<file path="src/rtl/regfile_pkg.sv">
// Shared types and helpers for the scoreboarded register file.
package regfile_pkg;
  localparam int ADDR_W = 5;
  localparam int DATA_W = 32;
  localparam int NR_RD  = 2;

  typedef logic [ADDR_W-1:0] reg_idx_t;

  localparam reg_idx_t ZERO_REG = '0;

  function automatic int lo(input int port, input int width);
    return port * width;
  endfunction
endpackage

</file>
<file path="src/rtl/pending_table.sv">
// Pending-write scoreboard: one bit per register plus a running count.
module pending_table
  import regfile_pkg::*;
#(
  parameter int ADDR_WIDTH = ADDR_W
) (
  input  logic                    clk,
  input  logic                    rst,
  input  logic                    set_en,
  input  logic [ADDR_WIDTH-1:0]   set_idx,
  input  logic                    clr_en,
  input  logic [ADDR_WIDTH-1:0]   clr_idx,
  output logic [2**ADDR_WIDTH-1:0] pending,
  output logic [ADDR_WIDTH-1:0]   pend_cnt
);
  logic [2**ADDR_WIDTH-1:0] r_pend;
  logic [2**ADDR_WIDTH-1:0] w_pend_n;
  logic [ADDR_WIDTH-1:0]    r_cnt;
  logic w_set;
  logic w_clr;
  logic w_inc;
  logic w_dec;

  always_comb begin
    w_set = set_en && (set_idx != ADDR_WIDTH'(ZERO_REG));
    w_clr = clr_en && (clr_idx != ADDR_WIDTH'(ZERO_REG));
    w_inc = w_set && !r_pend[set_idx];
    // a set on the same index overrides the clear
    w_dec = w_clr && r_pend[clr_idx] &&
            !(w_set && set_idx == clr_idx);
    w_pend_n = r_pend;
    if (w_clr) w_pend_n[clr_idx] = 1'b0;
    if (w_set) w_pend_n[set_idx] = 1'b1;
    w_pend_n[0] = 1'b0;
  end

  always_ff @(posedge clk) begin
    if (rst) begin
      r_pend <= '0;
      r_cnt  <= '0;
    end else begin
      r_pend <= w_pend_n;
      if (w_inc && !w_dec)
        r_cnt <= r_cnt + ADDR_WIDTH'(1);
      else if (w_dec && !w_inc)
        r_cnt <= r_cnt - ADDR_WIDTH'(1);
    end
  end

  assign pending  = r_pend;
  assign pend_cnt = r_cnt;
endmodule

</file>
<file path="src/rtl/regfile_sb.sv">
// Multi-read-port integer register file with pending-write scoreboard
// and optional same-cycle writeback bypass.
module regfile_sb
  import regfile_pkg::*;
#(
  parameter int ADDR_WIDTH = ADDR_W,
  parameter int DATA_WIDTH = DATA_W,
  parameter int NR_READ    = NR_RD,
  parameter int BYPASS     = 1
) (
  input  logic                          clk,
  input  logic                          rst,
  input  logic                          wen,
  input  logic [ADDR_WIDTH-1:0]         waddr,
  input  logic [DATA_WIDTH-1:0]         wdata,
  input  logic                          issue_en,
  input  logic [ADDR_WIDTH-1:0]         issue_rd,
  input  logic [NR_READ*ADDR_WIDTH-1:0] raddr,
  output logic [NR_READ*DATA_WIDTH-1:0] rdata,
  output logic [NR_READ-1:0]            rready,
  output logic [ADDR_WIDTH-1:0]         pend_cnt,
  output logic                          idle
);
  localparam int DEPTH = 2**ADDR_WIDTH;

  logic [DATA_WIDTH-1:0] r_rf [DEPTH];
  logic [DEPTH-1:0]      w_pend;
  logic                  w_wr;

  assign w_wr = wen && (waddr != ADDR_WIDTH'(ZERO_REG));

  always_ff @(posedge clk) begin
    if (rst) begin
      for (int k = 0; k < DEPTH; k++)
        r_rf[k] <= '0;
    end else if (w_wr) begin
      r_rf[waddr] <= wdata;
    end
  end

  pending_table #(
    .ADDR_WIDTH(ADDR_WIDTH)
  ) u_pend (
    .clk     (clk),
    .rst     (rst),
    .set_en  (issue_en),
    .set_idx (issue_rd),
    .clr_en  (wen),
    .clr_idx (waddr),
    .pending (w_pend),
    .pend_cnt(pend_cnt)
  );

  assign idle = (pend_cnt == '0);

  for (genvar i = 0; i < NR_READ; i++) begin : g_rd
    logic [ADDR_WIDTH-1:0] w_ra;
    logic [DATA_WIDTH-1:0] w_rd;
    logic                  w_rdy;

    assign w_ra = raddr[lo(i, ADDR_WIDTH) +: ADDR_WIDTH];

    always_comb begin
      w_rd  = r_rf[w_ra];
      w_rdy = !w_pend[w_ra];
      if (w_ra == ADDR_WIDTH'(ZERO_REG)) begin
        w_rd  = '0;
        w_rdy = 1'b1;
      end else if (BYPASS != 0 && wen && waddr == w_ra) begin
        w_rd  = wdata;
        w_rdy = 1'b1;
      end
    end

    assign rdata[lo(i, DATA_WIDTH) +: DATA_WIDTH] = w_rd;
    assign rready[i] = w_rdy;
  end
endmodule
</file>
<file path="config.mk">
export PLATFORM = sky130hd
export DESIGN_NAME = regfile_sb
export DESIGN_NICKNAME = d
export VERILOG_FILES = /design/src/rtl/regfile_pkg.sv /design/src/rtl/pending_table.sv /design/src/rtl/regfile_sb.sv
export SDC_FILE = /design/constraint.sdc
export NUM_CORES = 2
export LEC_CHECK = 0
export BUFFER_PORTS_ARGS = -buffer_cell sky130_fd_sc_hd__buf_2
export CORE_MARGIN = 2
export CORE_UTILIZATION = 25
export DETAILED_ROUTE_END_ITERATION = 12
export GPL_TIMING_DRIVEN = 0
export PLACE_DENSITY = 0.42
export SLEW_MARGIN = 40
export SYNTH_ARGS = -nofsm -noshare
export SYNTH_HDL_FRONTEND = slang
export SYNTH_SLANG_ARGS = --single-unit
</file>
<file path="constraint.sdc">
create_clock -name clk -period 5.3 [get_ports clk]
set_clock_uncertainty 0.15 [all_clocks]
set_input_delay 1.06 -clock clk [delete_from_list [all_inputs] [get_ports clk]]
set_output_delay 1.06 -clock clk [all_outputs]
set_load 0.005 [all_outputs]
</file>
After elaboration in Yosys (flattened, before gate mapping) --
Memories as Yosys holds them, arrays and structs flattened. Cells that the tools add are included.
Storage, ports and cells: bits in registers 37, memory bits (writable) 1024, input bits 56, output and inout bits 72, memories 1
Cells by class: $add $sub $neg 2, $lt $le $gt $ge 6, equality and inequality tests 3, mux-type cells 32, bitwise operators 3, reduce and logical (&&, ||, !) cells 25
Memory list:
- r_rf | words 32, bits a word 32, rd ports 2, clocked after memory_dff 0, wr ports 32, line regfile_sb.sv:26 | logic [DATA_WIDTH-1:0] r_rf [DEPTH];
Operators with widths (number):
- 32-bit 2-to-1 mux | 7
- 32-bit AND | 1
- 32-bit NOT | 1
- 32-bit OR | 1
- 32-bit OR reduction | 1
- 5-bit by 6-bit less-than comparator with 1-bit output (second input constant) | 4
- 1-bit binary-select mux with 5-bit select | 4
- 1-bit 2-to-1 mux | 16
- 5-bit equality test | 3
- 5-bit logical NOT | 3
- 5-bit 2-to-1 mux | 3
- 1-bit logical AND | 12
- 1-bit demux with 5-bit select | 2
- 5-bit by 1-bit greater-or-equal comparator with 1-bit output (second input constant) | 2
- 5-bit nonzero test | 2
- 1-bit logical NOT | 6
- 5-bit by 1-bit adder with 5-bit output (second input constant) | 1
- 5-bit by 1-bit subtractor with 5-bit output (second input constant) | 1
- 2-bit nonzero test | 1

Depth between registers and ports, before layout --
depth in word-level cells 9, mapped depth 15

Hierarchy --
A second synthesis with hierarchy kept.
Second synthesis, totals: cells, all modules 4043, area total of the unflattened synthesis 57511.4 um2
Modules (own cells, without submodules):
- regfile_sb | instances 1, cells an instance 3778, area each 55313.0 um2, seq. area each 30749.5 um2
- pending_table | instances 1, cells an instance 265, area each 2198.4 um2, seq. area each 720.7 um2

Worst setup path before layout --
Ideal clock, no wire load.
path kind input-to-reg, start point input issue_rd[0], end point register u_pend.r_cnt[4] (netlist: u_pend.pend_cnt[4]), library setup time 0.071 ns, arrival time 3.975 ns, required time 5.079 ns, path slack 1.105 ns, stages on the path 13, path through buf_2 -> mux4_2 -> mux4_2 -> nand2b_1 -> a21oi_1 -> ha_1 -> inv_1 -> fa_1 -> a21o_1 -> a21oi_1 -> xnor2_1 -> or3_1 -> a21oi_1
On the way: cells in the longest elaborated chain, start to end 8, elaborated cells on any way between the ends 16
Ends and longest elaborated chain:
- start, declared | line regfile_sb.sv:17 | input logic [ADDR_WIDTH-1:0] issue_rd,
- branches (longest 8 deep; another with 1-bit binary-select mux with 5-bit select)
- end signal, assigned | line pending_table.sv:44 | r_cnt <= r_cnt + ADDR_WIDTH'(1);
- end signal, assigned | line pending_table.sv:46 | r_cnt <= r_cnt - ADDR_WIDTH'(1);
- end, declared | line pending_table.sv:18 | logic [ADDR_WIDTH-1:0] r_cnt;
Several ways; the timed one is not identified. The select of a mux whose other input is x is not followed. A chain may end at the register's enable or synchronous reset.

Worst setup path in the final report --
start point input raddr[7], end point output rdata[50]
On the way: cells in the longest elaborated chain, start to end 4, elaborated cells on any way between the ends 6
Ends and longest elaborated chain:
- start, declared | line regfile_sb.sv:18 | input logic [NR_READ*ADDR_WIDTH-1:0] raddr,
- branches (longest 3 deep; another with memory read 32 x 32 bit)
- 32-bit 2-to-1 mux (*) | line regfile_sb.sv:66 | if (w_ra == ADDR_WIDTH'(ZERO_REG)) begin
- end, declared | line regfile_sb.sv:19 | output logic [NR_READ*DATA_WIDTH-1:0] rdata,
Every way passes the cells marked *.

==> results.toml <==
[grt]
grt_first_pass_wirelength_mm = 362.3
antenna_found_initial = 33
grt_max_degree = 32
grtUsageTotal = 0.2292
grt_pass1_vias = 38750
grt.overflow.total = 0

[final_layout]
syn2layout_area_growth_pct = 17.20
drive_gt1_frac = 0.2751
final_cells = 7430
nNetsFinal = 4356
finish.utilization = 0.2941
final_cell_area_sq_mm = 0.06754

[synthesis]
syn_avg_cell_area_sq_um = 14.50
synth_cell_type_count = 59
synth_seq_cells = 1060
ys_seq_area_frac = 0.5460
synth_area_sq_mm = 0.05763
synthCells = 3974
synth_top_flop_cell = "edfxtp_1"
yosys_warnings = 0
synth_edf_count = 1024
synthArstFlopShare = 0

[worst_hold_path]
min_path_type = "reg -> reg"
hold_start = "u_pend.pend_cnt[4]"
min_to = "u_pend.pend_cnt[4]"
min_path_cells = 2

[worst_setup_path]
r2r_start = "u_pend.pending[28]"
startpoint = "raddr[7]"
crit_arrival_ns = 4.23
cpMostUsedCell = "buf_2"
crit_type = "in -> out"
crit_chain = "clkbuf_2 -> buf_4 -> buf_2 -> nand2_2 -> o22ai_1 -> nor4_1 -> nor3_1 -> nor2_1 -> buf_2"
crit_slowest_cell = "o22ai_1"
r2r_cells = 12
crit_required_ns = 4.09
r2r_end = "u_pend.pend_cnt[4]"
end_kind = "primary output"
startpoint_type = "input pin"
critPathMaxFanout = 10
rrSetupSlack_ns = 1.54
cpPeakStageDelay_ns = 0.85

[floorplanning]
floorplan.rows = 176
ios = 128
die_w_microns = 484.1
initial_core_util = 0.2509
die_h_microns = 484.1
core_sq_mm = 0.2297
die_area_sq_mm = 0.2344

[place]
dpl-instance-area_sq_mm = 0.06327
gp_congestion = 1.011
pre_cts_slack_ns = -1.290
port_buffers = 114
placedCellCount = 7184
place_hpwl_mm = 203.7

[clock_network]
cts_tree = "built"
clockBufferDepth = 3
htree_levels = 4
clock_sinks = 1060
clkTransAtPathRegs_ns = 0.06
root_buffer = "clkbuf_16"
clkLatencyLatePin_ns = 0.79
hold_buffers = 0
cts_buffers = 132

[sta]
max-slew-margin-rel = 0.3644
worst_pin_slew_ns = 0.9534
min_period_ns = 5.436
setup_viol = 16
fin_ws_ns = -0.1364
hold_ws_ns = 0.3707
rsz0062_at_grt = "true"
tns_ns = -0.7756
max_freq_mhz = 183.9
drv_slew = 0
hold_viol = 0
fin_crit_sh = 1.026

[drt]
post_drt_wl_per_cell_microns = 36.96
drtAntennaViolNets = 0
avgViaCountPerCell = 5.373
vias = 39920
firstDrtPassIters = 6
drc_errors = 0
first_iter_violations = 5797
routed_wl_mm = 274.6

[pwr]
peakVddDrop_uv = 298.0
power.total_mw = 21.60
p_per_area_mw_per_mm2 = 319.7
power.leakage_nw = 22.58

[outcome]
violations = "setup timing"
outcome = "finished with violations"

[job]
cap_viol_max_count = 0
-- final cells by class --
class / instances / area, sq um
multi-input combinational: 2490 / 24860
fill: 23000 / 162100
timing repair buffer: 159 / 1380
sequential: 1060 / 31470
buffer: 418 / 2029
antenna: 16 / 40.04
inverter: 34 / 133.9
tap: 3026 / 3786
clock buffer: 170 / 3520
clock inverter: 57 / 325.3
-- critical path: cells and delay by family --
family | cells | cell delay, ns
buf+inv | 4 | 1.36
compound gates | 1 | 0.85
simple gates | 4 | 0.91
-- placed cells by master, fill, tap and decap left out, types with 11 or more instances in the layout --
cell type / n
mux4_2: 503
clkbuf_2: 39
nand3_1: 34
mux2i_1: 69
dfxtp_1: 36
conb_1: 32
a22o_1: 11
diode_2: 16
nor2_2: 15
a22oi_1: 66
clkbuf_16: 135
clkinv_2: 14
nor3_1: 88
inv_1: 32
clkbuf_1: 265
mux2_2: 89
a21oi_1: 12
buf_2: 192
nor4_1: 18
nand2_1: 53
o221ai_1: 19
edfxtp_1: 1024
a21o_4: 30
buf_4: 63
nor3_2: 11
nor2_1: 116
o22ai_2: 15
buf_12: 33
and2_1: 995
o211ai_1: 19
a32o_1: 27
xnor2_1: 11
o21ai_0: 42
clkinv_1: 32
o22ai_1: 73
-- where the power goes --
group | internal (mW) | leakage (nW) | switching, mW | total (mW)
logic | 1.17 | 10.6 | 2.03 | 3.20
clock network | 4.75 | 1.87 | 3.74 | 8.49
registers | 9.65 | 10.1 | 0.251 | 9.90
total | 15.6 | 22.6 | 6.02 | 21.6
-- logic make-up (layout without fill, tap and decap cells) --
logic type,after synthesis,after routing,synth area share
AO/OA/AOI/OAI,350,350,0.04375
XOR/XNOR,19,19,0.002887
adder cells (fa/ha/maj),5,5,0.001216
buffers and inverters,455,838,0.03524
flip-flops,1060,1060,0.5460
multiplexers,662,662,0.2264
other,1,48,0.00006507
AND/OR/NAND/NOR,1422,1422,0.1444
-- state kept, by name, indices dropped and copies added (netlist names) --
name and count:
r_rf 1024, u_pend.pending 31, u_pend.pend_cnt 5
-- timing repair --
action | 4_1_cts | 5_1_grt
setup endpoints to repair | 60 | 15
pin swaps | 2 | 0
resized for setup | 73 | 16
buffers inserted | 5 | 0
-- worst max path at each step --
stage | cells after the start | to | slack (ns)
global placement | 10 | rdata[15] | -1.30
finish | 9 | rdata[50] | -0.14
detailed placement | 10 | rdata[22] | -1.29
CTS | 10 | rdata[14] | 0.003
floorplan | 13 | u_pend.pend_cnt[4] | 1.10
global route | 9 | rdata[46] | -0.05
-- per-layer routing --
metal | global-route usage | wire length [microns]
met1 | 0.3051 | 113200
met2 | 0.3470 | 121000
met3 | 0.06038 | 25480
met4 | 0.1076 | 14960
met5 | 0 | 40
-- synth_stat cells, types with 3 or more instances --
| cell type | count | share of area |
|---|---|---|
| a2111oi_0 | 3 | 0.00046 |
| a21o_1 | 33 | 0.0043 |
| a21oi_1 | 12 | 0.0010 |
| a221o_1 | 8 | 0.0014 |
| a22o_1 | 11 | 0.0017 |
| a22oi_1 | 69 | 0.0090 |
| a32o_1 | 27 | 0.0047 |
| and2_1 | 995 | 0.11 |
| and3_1 | 9 | 0.00098 |
| and3b_1 | 5 | 0.00076 |
| buf_1 | 17 | 0.0011 |
| buf_2 | 85 | 0.0074 |
| buf_4 | 35 | 0.0046 |
| buf_6 | 7 | 0.0014 |
| clkbuf_1 | 275 | 0.018 |
| dfxtp_1 | 36 | 0.013 |
| edfxtp_1 | 1024 | 0.53 |
| ha_1 | 4 | 0.00087 |
| inv_1 | 34 | 0.0022 |
| mux2_2 | 89 | 0.017 |
| mux2i_1 | 69 | 0.012 |
| mux4_2 | 503 | 0.20 |
| nand2_1 | 55 | 0.0036 |
| nand2b_1 | 8 | 0.00087 |
| nand3_1 | 34 | 0.0030 |
| nand3b_1 | 7 | 0.00091 |
| nand4_1 | 5 | 0.00054 |
| nor2_1 | 133 | 0.0087 |
| nor2b_1 | 11 | 0.0012 |
| nor3_1 | 104 | 0.0090 |
| nor3b_1 | 9 | 0.0012 |
| nor4_1 | 20 | 0.0022 |
| nor4b_1 | 3 | 0.00046 |
| o211ai_1 | 19 | 0.0025 |
| o21ai_0 | 43 | 0.0037 |
| o221ai_1 | 26 | 0.0040 |
| o22ai_1 | 89 | 0.0097 |
| or2_2 | 4 | 0.00043 |
| or3_1 | 6 | 0.00065 |
| or3b_2 | 4 | 0.00061 |
| xnor2_1 | 11 | 0.0017 |
| xor2_1 | 8 | 0.0012 |
Power figures use the tool's default switching activity.
